### src/rtl/regfile_dbg_pkg.sv
// Shared types and default geometry for the register-file dump reader.
// The checksum beat is enabled by defining REGFILE_DUMP_CSUM_EN.
package regfile_dbg_pkg;

  localparam int DEFAULT_DATA_W   = 16;
  localparam int DEFAULT_ADDR_W   = 3;
  localparam int DEFAULT_NUM_REGS = 8;

  localparam int STATE_W = 2;

  typedef enum logic [STATE_W-1:0] {
    IDLE = 2'd0,
    SEND = 2'd1,
    CSUM = 2'd2
  } dump_state_e;

endpackage

### src/rtl/regfile_dump_reader_if.sv
// Bundle of the dump reader's control, regfile read port and output stream.
// The master modport is the reader; the slave modport is the CPU/sink side.
interface regfile_dump_reader_if
  import regfile_dbg_pkg::*;
#(
  parameter int DATA_W = DEFAULT_DATA_W,
  parameter int ADDR_W = DEFAULT_ADDR_W
);

  logic               START;
  logic               BUSY;
  logic               DONE;
  logic [ADDR_W-1:0]  RA;
  logic [DATA_W-1:0]  RD;
  logic               DOUT_VALID;
  logic               DOUT_READY;
  logic [DATA_W-1:0]  DOUT_DATA;
  logic [ADDR_W-1:0]  DOUT_IDX;
  logic               DOUT_LAST;
  logic               CSUM_BEAT;
  logic [STATE_W-1:0] dbg_state;

  modport master (
    input  START, RD, DOUT_READY,
    output BUSY, DONE, RA, DOUT_VALID, DOUT_DATA, DOUT_IDX, DOUT_LAST, CSUM_BEAT,
           dbg_state
  );

  modport slave (
    output START, RD, DOUT_READY,
    input  BUSY, DONE, RA, DOUT_VALID, DOUT_DATA, DOUT_IDX, DOUT_LAST, CSUM_BEAT,
           dbg_state
  );

endinterface

### src/rtl/regfile_dump_reader.sv
// Walks r0..r(NUM_REGS-1) on one regfile read port and streams each word out.
// Defining REGFILE_DUMP_CSUM_EN appends a trailing checksum beat to every dump.
module regfile_dump_reader
  import regfile_dbg_pkg::*;
#(
  parameter int DATA_W   = DEFAULT_DATA_W,
  parameter int ADDR_W   = DEFAULT_ADDR_W,
  parameter int NUM_REGS = DEFAULT_NUM_REGS
) (
  input  logic                  CLK,
  input  logic                  RST,
  regfile_dump_reader_if.master bus
);

  localparam logic [ADDR_W-1:0]  LAST_IDX = ADDR_W'(NUM_REGS - 1);
  localparam logic [STATE_W-1:0] S_IDLE   = IDLE;
  localparam logic [STATE_W-1:0] S_SEND   = SEND;
`ifdef REGFILE_DUMP_CSUM_EN
  localparam logic [STATE_W-1:0] S_CSUM   = CSUM;
`endif

  logic [STATE_W-1:0] state;
  logic [ADDR_W-1:0]  ptr;
  logic [ADDR_W-1:0]  idx;
  logic [DATA_W-1:0]  data;
  logic               valid;
  logic               last;
  logic               done;
  logic               fire;
`ifdef REGFILE_DUMP_CSUM_EN
  logic [DATA_W-1:0]  csum;
  logic               csum_beat;
`endif

  // Output handshake: a beat transfers on a rising edge where DOUT_VALID and
  // DOUT_READY are both high. Once VALID is raised, DATA/IDX/LAST/CSUM_BEAT
  // hold steady and VALID stays high until that transfer happens.
  assign fire = valid & bus.DOUT_READY;

  always_ff @(posedge CLK) begin
    if (RST) begin
      state     <= S_IDLE;
      ptr       <= '0;
      idx       <= '0;
      data      <= '0;
      valid     <= 1'b0;
      last      <= 1'b0;
      done      <= 1'b0;
`ifdef REGFILE_DUMP_CSUM_EN
      csum      <= '0;
      csum_beat <= 1'b0;
`endif
    end else begin
      done <= 1'b0;
      case (state)
        S_IDLE: begin
          if (bus.START) begin
            data  <= bus.RD;
            idx   <= '0;
            ptr   <= ADDR_W'(1);
            valid <= 1'b1;
            last  <= 1'b0;
            state <= S_SEND;
`ifdef REGFILE_DUMP_CSUM_EN
            csum  <= bus.RD;
`endif
          end
        end

        S_SEND: begin
          if (fire) begin
            if (idx != LAST_IDX) begin
              data <= bus.RD;
              idx  <= ptr;
              // ptr parks on the last register so RA never leaves the dumped range.
              if (ptr != LAST_IDX) begin
                ptr <= ptr + ADDR_W'(1);
              end
`ifdef REGFILE_DUMP_CSUM_EN
              csum <= csum + bus.RD;
`else
              last <= (ptr == LAST_IDX);
`endif
            end else begin
`ifdef REGFILE_DUMP_CSUM_EN
              data      <= csum;
              idx       <= '0;
              csum_beat <= 1'b1;
              last      <= 1'b1;
              state     <= S_CSUM;
`else
              valid <= 1'b0;
              last  <= 1'b0;
              ptr   <= '0;
              done  <= 1'b1;
              state <= S_IDLE;
`endif
            end
          end
        end

`ifdef REGFILE_DUMP_CSUM_EN
        S_CSUM: begin
          if (fire) begin
            valid     <= 1'b0;
            last      <= 1'b0;
            csum_beat <= 1'b0;
            ptr       <= '0;
            done      <= 1'b1;
            state     <= S_IDLE;
          end
        end
`endif

        default: state <= S_IDLE;
      endcase
    end
  end

  assign bus.BUSY       = (state != S_IDLE);
  assign bus.DONE       = done;
  assign bus.RA         = ptr;
  assign bus.DOUT_VALID = valid;
  assign bus.DOUT_DATA  = data;
  assign bus.DOUT_IDX   = idx;
  assign bus.DOUT_LAST  = last;
  assign bus.dbg_state  = state;
`ifdef REGFILE_DUMP_CSUM_EN
  assign bus.CSUM_BEAT  = csum_beat;
`else
  assign bus.CSUM_BEAT  = 1'b0;
`endif

endmodule

### src/flat_wrapper.sv
// flat-port wrapper written by rule: the top's interface ports become plain ports
module regfile_dump_reader_flat import regfile_dbg_pkg::*;
#(
  parameter int DATA_W   = DEFAULT_DATA_W,
  parameter int ADDR_W   = DEFAULT_ADDR_W,
  parameter int NUM_REGS = DEFAULT_NUM_REGS
)
  (CLK, RST, bus_START, bus_RD, bus_DOUT_READY, bus_BUSY, bus_DONE, bus_RA, bus_DOUT_VALID, bus_DOUT_DATA, bus_DOUT_IDX, bus_DOUT_LAST, bus_CSUM_BEAT, bus_dbg_state);
  regfile_dump_reader_if #(.DATA_W(DATA_W), .ADDR_W(ADDR_W)) bus_i ();
  input  logic CLK;
  input  logic RST;
  input wire logic [$bits(bus_i.START)-1:0] bus_START;
  input wire logic [$bits(bus_i.RD)-1:0] bus_RD;
  input wire logic [$bits(bus_i.DOUT_READY)-1:0] bus_DOUT_READY;
  output wire logic [$bits(bus_i.BUSY)-1:0] bus_BUSY;
  output wire logic [$bits(bus_i.DONE)-1:0] bus_DONE;
  output wire logic [$bits(bus_i.RA)-1:0] bus_RA;
  output wire logic [$bits(bus_i.DOUT_VALID)-1:0] bus_DOUT_VALID;
  output wire logic [$bits(bus_i.DOUT_DATA)-1:0] bus_DOUT_DATA;
  output wire logic [$bits(bus_i.DOUT_IDX)-1:0] bus_DOUT_IDX;
  output wire logic [$bits(bus_i.DOUT_LAST)-1:0] bus_DOUT_LAST;
  output wire logic [$bits(bus_i.CSUM_BEAT)-1:0] bus_CSUM_BEAT;
  output wire logic [$bits(bus_i.dbg_state)-1:0] bus_dbg_state;
  assign bus_i.START = bus_START;
  assign bus_i.RD = bus_RD;
  assign bus_i.DOUT_READY = bus_DOUT_READY;
  assign bus_BUSY = bus_i.BUSY;
  assign bus_DONE = bus_i.DONE;
  assign bus_RA = bus_i.RA;
  assign bus_DOUT_VALID = bus_i.DOUT_VALID;
  assign bus_DOUT_DATA = bus_i.DOUT_DATA;
  assign bus_DOUT_IDX = bus_i.DOUT_IDX;
  assign bus_DOUT_LAST = bus_i.DOUT_LAST;
  assign bus_CSUM_BEAT = bus_i.CSUM_BEAT;
  assign bus_dbg_state = bus_i.dbg_state;
  regfile_dump_reader #(.DATA_W(DATA_W), .ADDR_W(ADDR_W), .NUM_REGS(NUM_REGS)) u_core (.CLK(CLK), .RST(RST), .bus(bus_i));
endmodule
### config.mk
export PLATFORM = sky130hd
export DESIGN_NAME = regfile_dump_reader_flat
export DESIGN_NICKNAME = d
export VERILOG_FILES = /design/src/rtl/regfile_dbg_pkg.sv /design/src/rtl/regfile_dump_reader_if.sv /design/src/rtl/regfile_dump_reader.sv /design/src/flat_wrapper.sv
export SDC_FILE = /design/constraint.sdc
export NUM_CORES = 1
export LEC_CHECK = 0
export ABC_CLOCK_PERIOD_IN_PS = 3520
export BUFFER_PORTS_ARGS = -buffer_cell sky130_fd_sc_hd__buf_2
export CAP_MARGIN = 20
export CELL_PAD_IN_SITES_DETAIL_PLACEMENT = 1
export CELL_PAD_IN_SITES_GLOBAL_PLACEMENT = 1
export CORE_MARGIN = 3
export CORE_UTILIZATION = 38
export DETAILED_ROUTE_END_ITERATION = 8
export GPL_ROUTABILITY_DRIVEN = 1
export PLACE_DENSITY_LB_ADDON = 0.1
export SLEW_MARGIN = 40
export SYNTH_ARGS = -nofsm -noshare
export SYNTH_HDL_FRONTEND = slang
export SYNTH_SLANG_ARGS = --single-unit
### constraint.sdc
create_clock -name CLK -period 3.52 [get_ports CLK]
set_input_delay 0.528 -clock CLK [delete_from_list [all_inputs] [get_ports CLK]]
set_output_delay 0.528 -clock CLK [all_outputs]
set_load 0.03 [all_outputs]
== Word-level counts from Yosys, hierarchy flattened ==
Cells that the tools add are included.
Cells by class
  add/subtract/negate cells: 1
  equality and inequality tests: 9
  mux-type cells: 26
  bitwise gates (word level): 3
  reductions and logical operators: 9
Operators by type and width (count)
  16-bit two-way mux: 3
  16-bit case mux with 2 select lines: 1
  3-bit two-way mux: 7
  3-bit case mux with 2 select lines: 2
  4-bit AND reduction: 3
  3-bit != test, second input constant: 3
  1-bit two-way mux: 7
  2-bit two-way mux: 3
  3-bit AND reduction: 2
  2-bit by 1-bit != test with 1-bit output, second input constant: 2
  2-bit != test, second input constant: 2
  1-bit case mux with 2 select lines: 2
  2-bit case mux with 2 select lines: 1
  2-bit nonzero test: 2
  3-bit by 1-bit adder with 3-bit output, second input constant: 1
  3-bit equality test, second input constant: 1
  3-bit OR reduction: 1
  2-bit by 1-bit equality test with 1-bit output, second input constant: 1
  2-bit zero test: 1
  1-bit inverter: 2
  1-bit bitwise AND: 1
Storage, ports and cells
  bits in registers: 27
  input port bits: 20
  word-level logic and storage cells: 55

== Logic depth before layout (Yosys ltp) ==
Gate-level depths: netlist of the first run.
  depth in word-level cells: 5
  depth in mapped cells: 5
  depth with buffers taken out: 5

== Worst setup path before layout of the first run ==
No wires, ideal clock.
  path type: register -> register
  start: register u_core.ptr[0] (netlist: u_core.bus.RA[0])
  end: register u_core.ptr[1] (netlist: u_core.bus.RA[1])
  library setup time: 0.119 ns
  data arrival time: 1.378 ns
  data required time: 3.401 ns
  setup slack: 2.023 ns
  cell stages (with the launch flop): 6
  buffers on the path: 0
  cell sequence: dfxtp_1 ha_1 ha_1 and4bb_1 a32oi_1 o2bb2ai_1
On the way
  cells in the longest elaborated chain, start to end: 5
  elaborated cells on any way between the ends: 8
  classes of those cells: 1 x add/sub; 2 x eq/ne; 4 x mux; 1 x reduce/logical
RTL lines
  start: declaration: RTL line regfile_dump_reader.sv:23  | logic [ADDR_W-1:0] ptr;
  start signal: assignment: RTL line regfile_dump_reader.sv:77  | ptr <= ptr + ADDR_W'(1);
  3-bit by 1-bit adder with 3-bit output: RTL line regfile_dump_reader.sv:77
  3-bit two-way mux: RTL line regfile_dump_reader.sv:76  | if (ptr != LAST_IDX) begin
  3-bit two-way mux: RTL line regfile_dump_reader.sv:72  | if (idx != LAST_IDX) begin
  3-bit two-way mux: RTL line regfile_dump_reader.sv:71  | if (fire) begin
  3-bit case mux with 2 select lines: RTL line regfile_dump_reader.sv:55  | case (state)
Several ways; a longest one is shown, not always the timed one. The select of a mux whose other input is x is not followed.
A chain may end at the register's enable or synchronous reset.

== Worst setup path in the final report of the first run ==
  start: register u_core.state[0] (netlist: u_core.bus.dbg_state[0])
  end: output port bus_BUSY
On the way
  cells in the longest elaborated chain, start to end: 1
RTL lines
  start: declaration: RTL line regfile_dump_reader.sv:22  | logic [STATE_W-1:0] state;
  start signal: assignment: RTL line regfile_dump_reader.sv:42  | state <= S_IDLE;
  start signal: assignment: RTL line regfile_dump_reader.sv:63  | state <= S_SEND;
  start signal: assignment: RTL line regfile_dump_reader.sv:96  | state <= S_IDLE;
  2-bit nonzero test: RTL line regfile_dump_reader.sv:120  | assign bus.BUSY = (state != S_IDLE);
  end: declaration: RTL line flat_wrapper.sv:15  | output wire logic [$bits(bus_i.BUSY)-1:0] bus_BUSY;
No other way between the ends.

==> qor.csv, run 1 <==
stage,metric,value,unit
clocking,Hold Buf Count CTS,0,
logic_synthesis,register bit count reported by yosys,25,
clocking,clock sinks,25,
logic_synthesis,Synth area leaders,"dfxtp_1 41%, nand2b_1 17%, mux2i_1 15%",
final_layout,Final nets,185,
routing,Top Layer Used,met4,
sta,RSZ-0062 raised after global routing,false,
logic_synthesis,syn_area_per_cell,10.14,sq um
logic_synthesis,Cells after Synth,121,
clocking,number of CTS-inserted buffers,3,
sta,final hold vios,0,
grt,grt ovf,0,
sta,Slew @ Worst Pin,0.5477,ns
power_and_ir_drop,cell area power density,384.0,nW/um^2
flow_run,Max-cap violations,0,
place,GPL Wtd Cong,0.7724,
sta,post-layout min period,1.811,ns
grt,vias in the first global route,1063,
logic_synthesis,register area share after synthesis,40.77,%
worst_setup_path,worst-path cell chain,buf_2,
hold_path,hold crit path type,in2reg,
worst_setup_path,Worst Path Arrival,1.28,ns
routing,met1 wire length,1119,um
final_layout,footprint of the multi-input gates,658.1,sq um
worst_setup_path,Critical path buffers and inverters,1,
routing,# DRC,0,
logic_synthesis,Ys Warns,0,
worst_setup_path,crit path kind,reg2out,
clocking,clock transition at the registers of the reported paths,0.13,ns
hold_path,Hold EP,u_core.bus.DOUT_DATA[10],
worst_setup_path,"slowest stage delay, CP",0.67,ns
final_layout,ANT cells,0,
routing,met2 wire len,1240,um
floorplan,Die W,62.84,um
clocking,CTS root buf,clkbuf_4,
worst_setup_path,crit path from,u_core.bus.dbg_state[0],
floorplan,Die Area,3948,sq um
floorplan,die height,62.84,um
worst_setup_path,"CP delay by family, top",flip-flops,
floorplan,Core Area,2924,sq um
worst_setup_path,reg2reg end,u_core.bus.DOUT_DATA[0],
logic_synthesis,synthesized cell area,1227,sq um
worst_setup_path,worst path required time,2.99,ns
routing,Total Wirelength,2589,um
grt,GRT Overall Usage,14.60,%
sta,"Period Utilization, post-route",51.45,%
worst_setup_path,maximum fanout along the worst path,14,
grt,initial antenna violation count,0,
logic_synthesis,post-synth top area share,40.77,%
logic_synthesis,Netlist cell types,27,
hold_path,HP Start,bus_RD[10],
grt,largest net degree at the start of global routing,46,
routing,met3 WL post-DR,204,um
worst_setup_path,worst reg2reg setup slack,1.99,ns
sta,final setup TNS,0,ns
clocking,TritonCTS clock tree,built,
sta,Final setup viols,0,
final_layout,fin util,50.19,%
worst_setup_path,CP Launch Type,register,
routing,Detail Route Antenna Nets,0,
sta,max-slew violations,0,
final_layout,share of cells above drive strength 1,32.10,%
worst_setup_path,RR Startpoint,u_core.bus.dbg_state[0],
place,hpwl dp,1931,um
routing,Via-to-Cell Ratio,4.887,
sta,Setup Skew,0.002521,ns
clocking,PostCTS Resize Cnt,0,
worst_setup_path,"slowest stage cell, crit path",dfxtp_1,
final_layout,# fillers,367,
final_layout,synth-to-layout area growth,19.57,%
status,outcome,completed,
routing,Initial DRT Pass Iterations,4,
grt,global-route wire length before repair,4685,um
power_and_ir_drop,VDD IR max,0.0002860,V
floorplan,boundary pin count,49,
routing,Vias,997,
worst_setup_path,R2R cell count,3,
clocking,Max H-tree Level,1,
sta,Max Freq,552.2,MHz
power_and_ir_drop,leakage power,0.6987,nW
final_layout,Reg area,500.5,sq um
routing,initial drt markers,29,
final_layout,most frequent cells in the layout,"46 x buf_2, 34 x nand2b_1, 25 x dfxtp_1",
sta,Slew headroom,63.49,%
floorplan,initial cell density of the core,41.98,%
floorplan,# rows,19,
routing,WL per Instance,12.69,um
clocking,clk_lat worst skew,0.32,ns
place,IO Port Bufs,46,
hold_path,worst hold path depth,3,
worst_setup_path,CP Capture Type,output pin,
final_layout,"most common cell after layout, fill and taps aside",buf_2,
logic_synthesis,leading area contributor after synthesis,dfxtp_1,
clocking,post-CTS setup buffer count,0,
clocking,CTS max path bufs,2,
[logic make-up after synthesis]
| logic type | Yosys count | synth area share [%] |
|---|---|---|
| simple gates | 54 | 28.85 |
| buf+inv | 10 | 5.912 |
| fa+ha+maj | 2 | 2.038 |
| other cells | 1 | 0.3055 |
| compound gates | 9 | 5.403 |
| flops | 25 | 40.77 |
| mux | 20 | 16.72 |
[cell type report]
type / instances / share of cell area, %
clock buffer: 4 / 1.790
multi-input combinational: 87 / 44.84
sequential: 25 / 34.10
tap: 42 / 3.581
timing repair buffer: 46 / 15.69
[registers in the layout, indices dropped and copies added (netlist names)]
| signal | cells |
|---|---|
| u_core.bus.DOUT_DATA | 16 |
| u_core.bus.DOUT_IDX | 3 |
| u_core.bus.RA | 3 |
| u_core.bus.DONE | 1 |
| u_core.bus.DOUT_LAST | 1 |
| u_core.bus.dbg_state | 1 |
[where the power goes]
part           switching [mW]  total (mW)  internal [mW]
sequential             0.0129       0.313          0.300
clock                  0.0830       0.127         0.0444
combinational          0.0765       0.124         0.0472
[routing by layer]
layer | global-route usage [%] | up-vias
li1 | - | 494
met2 | 26.23 | 37
met3 | 5.396 | 4
met5 | 0 | -
met1 | 15.42 | 462
met4 | 5.510 | 0
[metrics by stage]
step / hold slack (ns) / instances / setup slack, ns / total power [mW] / instance area [sq um]
final: 0.4471 / 204 / 1.709 / 0.5636 / 1468
after global placement: 0.4428 / 200 / 1.927 / 0.4408 / 1441
after global routing: 0.4511 / 204 / 1.596 / 0.5949 / 1468
after detailed placement: 0.4673 / 200 / 1.841 / 0.4455 / 1441
after floorplan: 0.5768 / 122 / 2.023 / 0.4143 / 1231
after CTS: 0.4329 / 204 / 1.685 / 0.5760 / 1468
[cell usage after synthesis (all sizes together)]
master and instances:
ha 2, and3 1, nand2b 34, nand4 2, and4bb 1, a32oi 2, mux2 1, dfxtp 25
nand2 6, nor3 2, nand3b 2, clkbuf 4, o21ai 1, nand3 1, buf 6, nor2 3
conb 1, mux2i 19, o2bb2ai 2, o311ai 1, a21oi 2, nor2b 1, o211ai 1, nand4b 1
[worst max path at each step]
stage / slack [ns] / depth (start not counted) / end
2_1_floorplan: 2.02 / 5 / u_core.bus.RA[1]
4_1_cts: 1.69 / 1 / bus_BUSY
3_3_place_gp: 1.93 / 4 / u_core.bus.RA[1]
3_5_place_dp: 1.84 / 4 / u_core.bus.RA[2]
6_report: 1.71 / 1 / bus_BUSY
5_1_grt: 1.60 / 1 / bus_BUSY
Note: power is estimated with default switching activity, not from simulation.
==> run 2, diff against run 1 <==
- ABC_CLOCK_PERIOD_IN_PS: 3520 -> 1740
- CORE_UTILIZATION: 38 -> 35
- clock period: 3.52 -> 1.74 ns (I/O delays scaled with it)
==> run 2 against run 1 <==
Combinational power increased by 110%. Global-route usage shrank 1.6 points. Register-to-register slack worse by 1.7 ns. Die area up 7.7%. Design area rose by 1.2%. Clock power increased by 110%. Total power increased by 100%. Clock skew up 0.00098 ns. First-iteration DRC count is 10% higher. Core utilization down 3.8 points. Critical path depth grew 4. Critical endpoint is now u_core.bus.RA[2].
==> qor.csv, run 2 (same netlist as run 1, synthesis figures left out) <==
stage,metric,value,unit
final_layout,max reg flops,16,
clocking,CTS max path bufs,2,
grt,vias in the first global route,991,
worst_setup_path,maximum fanout along the worst path,6,
routing,met2 wire len,1267,um
final_layout,Final nets,187,
sta,Final setup viols,0,
sta,Setup WS post-layout,0.2900,ns
status,outcome,completed,
power_and_ir_drop,cell area power density,772.2,nW/um^2
sta,final hold slack,0.1837,ns
routing,met1 wire length,1148,um
routing,Initial DRT Pass Iterations,4,
place,dpl ws,0.3209,ns
hold_path,hold crit path type,in2reg,
clocking,clock transition at the registers of the reported paths,0.14,ns
floorplan,die height,65.22,um
sta,post-layout min period,1.450,ns
routing,# DRC,0,
power_and_ir_drop,leakage power,0.7086,nW
grt,grt ovf,0,
floorplan,Die W,65.22,um
worst_setup_path,Worst Path Arrival,1.67,ns
sta,"Period Utilization, post-route",83.33,%
final_layout,"Design Area, Final",1485,sq um
place,IO Port Bufs,46,
sta,Max Freq,689.7,MHz
final_layout,share of cells above drive strength 1,32.93,%
worst_setup_path,CP Capture Type,register,
floorplan,boundary pin count,49,
power_and_ir_drop,VDD IR max,0.0003421,V
worst_setup_path,worst path required time,1.96,ns
clocking,post-CTS setup buffer count,0,
clocking,Max H-tree Level,1,
final_layout,ANT cells,0,
grt,largest net degree at the start of global routing,34,
sta,final hold vios,0,
floorplan,Die Area,4254,sq um
sta,Setup Skew,0.003505,ns
routing,met3 WL post-DR,165,um
sta,final setup TNS,0,ns
grt,global-route wire length before repair,4416,um
routing,Total Wirelength,2613,um
final_layout,"most common cell after layout, fill and taps aside",buf_2,
clocking,number of CTS-inserted buffers,3,
grt,GRT Overall Usage,12.97,%
place,hpwl dp,2019,um
clocking,clock sinks,25,
routing,Detail Route Antenna Nets,0,
routing,WL per Instance,12.56,um
sta,max-slew violations,0,
final_layout,synth-to-layout area growth,21.00,%
clocking,PostCTS Resize Cnt,0,
flow_run,Max-cap violations,0,
place,dpl cell area,1459,sq um
sta,RSZ-0062 raised after global routing,false,
floorplan,initial cell density of the core,38.32,%
floorplan,# rows,20,
clocking,TritonCTS clock tree,built,
routing,Top Layer Used,met4,
worst_setup_path,R2R cell count,5,
place,GPL Wtd Cong,0.8897,
final_layout,most frequent cells in the layout,"46 x buf_2, 34 x nand2b_1, 25 x dfxtp_1",
clocking,clk_lat worst skew,0.31,ns
final_layout,# fillers,390,
grt,initial antenna violation count,0,
routing,initial drt markers,32,
routing,Vias,992,
floorplan,Core Area,3203,sq um
clocking,Hold Buf Count CTS,0,
hold_path,worst hold path depth,3,
worst_setup_path,CP Launch Type,register,
clocking,CTS root buf,clkbuf_4,
routing,Via-to-Cell Ratio,4.769,
worst_setup_path,crit path kind,reg2reg,
==> run 2: final timing paths <==
path / startpoint / endpoint / slack (ns)
hold reg to reg: u_core.bus.DOUT_LAST / u_core.bus.DOUT_LAST / 0.47
hold / removal: bus_RD[2] / u_core.bus.DOUT_DATA[2] / 0.18
setup reg to reg: u_core.bus.RA[0] / u_core.bus.RA[2] / 0.29
setup / recovery: u_core.bus.RA[0] / u_core.bus.RA[2] / 0.29
==> run 2: power breakdown <==
| group | switching, mW | internal, mW | leakage, nW |
|---|---|---|---|
| sequential | 0.0218 | 0.606 | 0.205 |
| clock | 0.171 | 0.0895 | 0.0150 |
| combinational | 0.160 | 0.0986 | 0.488 |
| total | 0.352 | 0.794 | 0.709 |
==> run 2: through the flow <==
step,instances,utilization (%),total power [mW]
3_3_place_gp,204,45.55,0.8960
4_1_cts,208,46.37,1.166
6_report,208,46.37,1.147
2_1_floorplan,122,-,0.8380
3_5_place_dp,204,45.55,0.9042
5_1_grt,208,46.37,1.211
==> run 2: layout make-up <==
type,count,area (sq um),share of cell area (%)
Tap cell,44,55.05,3.707
Timing Repair Buffer,48,245.2,16.51
Sequential cell,25,500.5,33.70
Multi-Input combinational cell,87,658.1,44.31
Clock buffer,4,26.28,1.769
==> run 2: worst max-delay path, cell delays in order (launching register included) <==
cell,delay (ns)
dfxtp_1,0.45
ha_1,0.18
ha_1,0.25
and4bb_1,0.23
a32oi_1,0.15
o2bb2ai_1,0.10
==> run 2: routing by layer <==
metal,GRT usage (%),vias up
met5,0,-
met4,4.663,0
met3,2.393,4
met2,23.64,30
met1,14.95,464
li1,-,494
==> run 3, diff against run 2 <==
- ABC_CLOCK_PERIOD_IN_PS: 1740 -> 1250
- CORE_UTILIZATION: 35 -> 31
- clock period: 1.74 -> 1.25 ns (I/O delays scaled with it)
==> run 3 against run 2 <==
Core utilization decreased by 2.8 points. Maximum frequency grew 17%. First-iteration DRC count grew 110%. Combinational power rose by 55%. Count of clock-buffer cells in the layout is the same. Non-clock buffer count increased by 8. Critical path depth is the same. Design area increased by 9.8%. Wire length rose by 14%. Critical endpoint is now u_core.bus.RA[1]. Largest cell class unchanged. Largest power group unchanged.
==> qor.csv, run 3 (same netlist as run 1, synthesis figures left out) <==
stage,metric,value,unit
place,GPL Wtd Cong,0.7321,
worst_setup_path,worst path required time,1.45,ns
final_layout,share of cells above drive strength 1,41.62,%
worst_setup_path,maximum fanout along the worst path,4,
power_and_ir_drop,Sw Pwr,0.5204,mW
grt,vias in the first global route,1002,
routing,Initial DRT Pass Iterations,4,
clocking,CTS root buf,clkbuf_8,
power_and_ir_drop,Comb pwr share,22.9,%
clocking,Max H-tree Level,1,
worst_setup_path,crit path kind,reg2reg,
final_layout,Final nets,196,
sta,"Period Utilization, post-route",98.81,%
grt,largest net degree at the start of global routing,23,
worst_setup_path,CP Launch Type,register,
grt,grt ovf,0,
final_layout,Final Instance Count excl. Fillers,221,
flow_run,Max-cap violations,0,
final_layout,ANT cells,0,
floorplan,# rows,22,
power_and_ir_drop,Internal Power,1.230,mW
final_layout,# fillers,472,
grt,initial antenna violation count,0,
final_layout,fin util,43.55,%
clocking,clk_lat worst skew,0.27,ns
hold_path,HP Start,bus_RD[15],
floorplan,boundary pin count,49,
final_layout,synth-to-layout area growth,32.82,%
clocking,CTS max path bufs,2,
clocking,Hold Buf Count CTS,0,
place,IO Port Bufs,46,
sta,max-slew violations,0,
worst_setup_path,R2R cell count,5,
final_layout,"most common cell after layout, fill and taps aside",buf_2,
clocking,clock transition at the registers of the reported paths,0.09,ns
power_and_ir_drop,cell area power density,1074,nW/um^2
worst_setup_path,worst reg2reg setup slack,0.01,ns
hold_path,worst hold path depth,3,
sta,Setup Skew,0.004374,ns
routing,Total Wirelength,2972,um
routing,WL per Instance,13.45,um
power_and_ir_drop,leakage power,0.7625,nW
clocking,TritonCTS clock tree,built,
sta,final hold vios,0,
power_and_ir_drop,switch share,29.73,%
worst_setup_path,reg2reg end,u_core.bus.RA[1],
grt,global-route wire length before repair,4567,um
grt,GRT Overall Usage,12.98,%
status,outcome,completed,
routing,# DRC,0,
sta,RSZ-0062 raised after global routing,true,
routing,Via-to-Cell Ratio,4.624,
routing,initial drt markers,68,
place,hpwl dp,2123,um
clocking,number of CTS-inserted buffers,3,
routing,Vias,1022,
sta,Final setup viols,0,
final_layout,most frequent cells in the layout,"46 x buf_2, 34 x nand2b_1, 19 x mux2i_1",
final_layout,max reg flops,16,
floorplan,Die W,68.93,um
sta,Max Freq,809.6,MHz
hold_path,Hold EP,u_core.bus.DOUT_DATA[15],
place,DP Cell Count,210,
power_and_ir_drop,VDD IR max,0.0007800,V
floorplan,Die Area,4751,sq um
worst_setup_path,RR Startpoint,u_core.bus.RA[0],
worst_setup_path,CP Capture Type,register,
power_and_ir_drop,Clk pwr share,27.3,%
worst_setup_path,Worst Path Arrival,1.43,ns
floorplan,initial cell density of the core,32.79,%
sta,post-layout min period,1.235,ns
floorplan,Core Area,3744,sq um
power_and_ir_drop,Flop pwr share,49.9,%
hold_path,hold crit path type,in2reg,
routing,Detail Route Antenna Nets,0,
floorplan,die height,68.93,um
clocking,clock sinks,25,
[run 3: per-stage QoR]
| step | power [mW] | TNS [ns] | setup WS (ns) | hold WS [ns] | instance area (sq um) |
|---|---|---|---|---|---|
| 2_1_floorplan | 1.169 | 0 | 0.01729 | 0.3396 | 1272 |
| 3_3_place_gp | 1.260 | 0 | 0.05833 | 0.4396 | 1520 |
| 3_5_place_dp | 1.272 | 0 | 0.004304 | 0.4520 | 1520 |
| 4_1_cts | 1.755 | 0 | 0.008876 | 0.1669 | 1595 |
| 5_1_grt | 1.852 | -0.1287 | -0.06555 | 0.1682 | 1630 |
| 6_report | 1.751 | 0 | 0.01482 | 0.1668 | 1630 |
[run 3: worst max path at each step]
stage,slack [ns],startpoint,depth (start not counted),to
CTS,0.009,u_core.bus.RA[1],5,u_core.bus.RA[1]
global route,-0.07,u_core.bus.RA[0],5,u_core.bus.RA[1]
finish,0.01,u_core.bus.RA[0],5,u_core.bus.RA[1]
detailed placement,0.004,u_core.bus.RA[0],5,u_core.bus.RA[1]
floorplan,0.02,u_core.bus.dbg_state[0],4,u_core.bus.DOUT_IDX[0]
global placement,0.06,u_core.bus.RA[0],5,u_core.bus.RA[2]
[run 3: area by class of cell]
type / instances / area [sq um] / area share [%]
sequential: 25 / 516.7 / 31.70
clock buffer: 4 / 45.04 / 2.763
multi-input combinational: 88 / 703.2 / 43.13
timing repair buffer: 56 / 305.3 / 18.73
tap: 48 / 60.06 / 3.684
[run 3: power groups by stage]
stage / clock network, mW / registers (mW) / logic [mW]
global route: 0.536 / 0.880 / 0.436
global placement: 0 / 0.892 / 0.368
finish: 0.477 / 0.873 / 0.401
floorplan: 0 / 0.984 / 0.185
CTS: 0.495 / 0.873 / 0.387
detailed placement: 0 / 0.896 / 0.376
[run 3: what timing repair did]
action / 4_1_cts / 5_1_grt
resized for setup: 0 / 1
pin swaps: 2 / 3
gates cloned: 0 / 1
setup buffers: 4 / 2
endpoints found under the setup margin: 2 / 17
[run 3: critical path, cell delays in order (launching register included)]
cell,delay [ns]
dfxtp_4,0.36
ha_4,0.16
ha_4,0.16
and4bb_1,0.27
a32oi_1,0.06
o2bb2ai_1,0.14
[run 3: routing by layer]
metal	wire length (um)	part of all wire, %	track usage [%]
met1	1285	43	15.60
met2	1504	51	22.50
met3	159	5.3	4.052
met4	23	0.77	2.920
met5	0	0	0
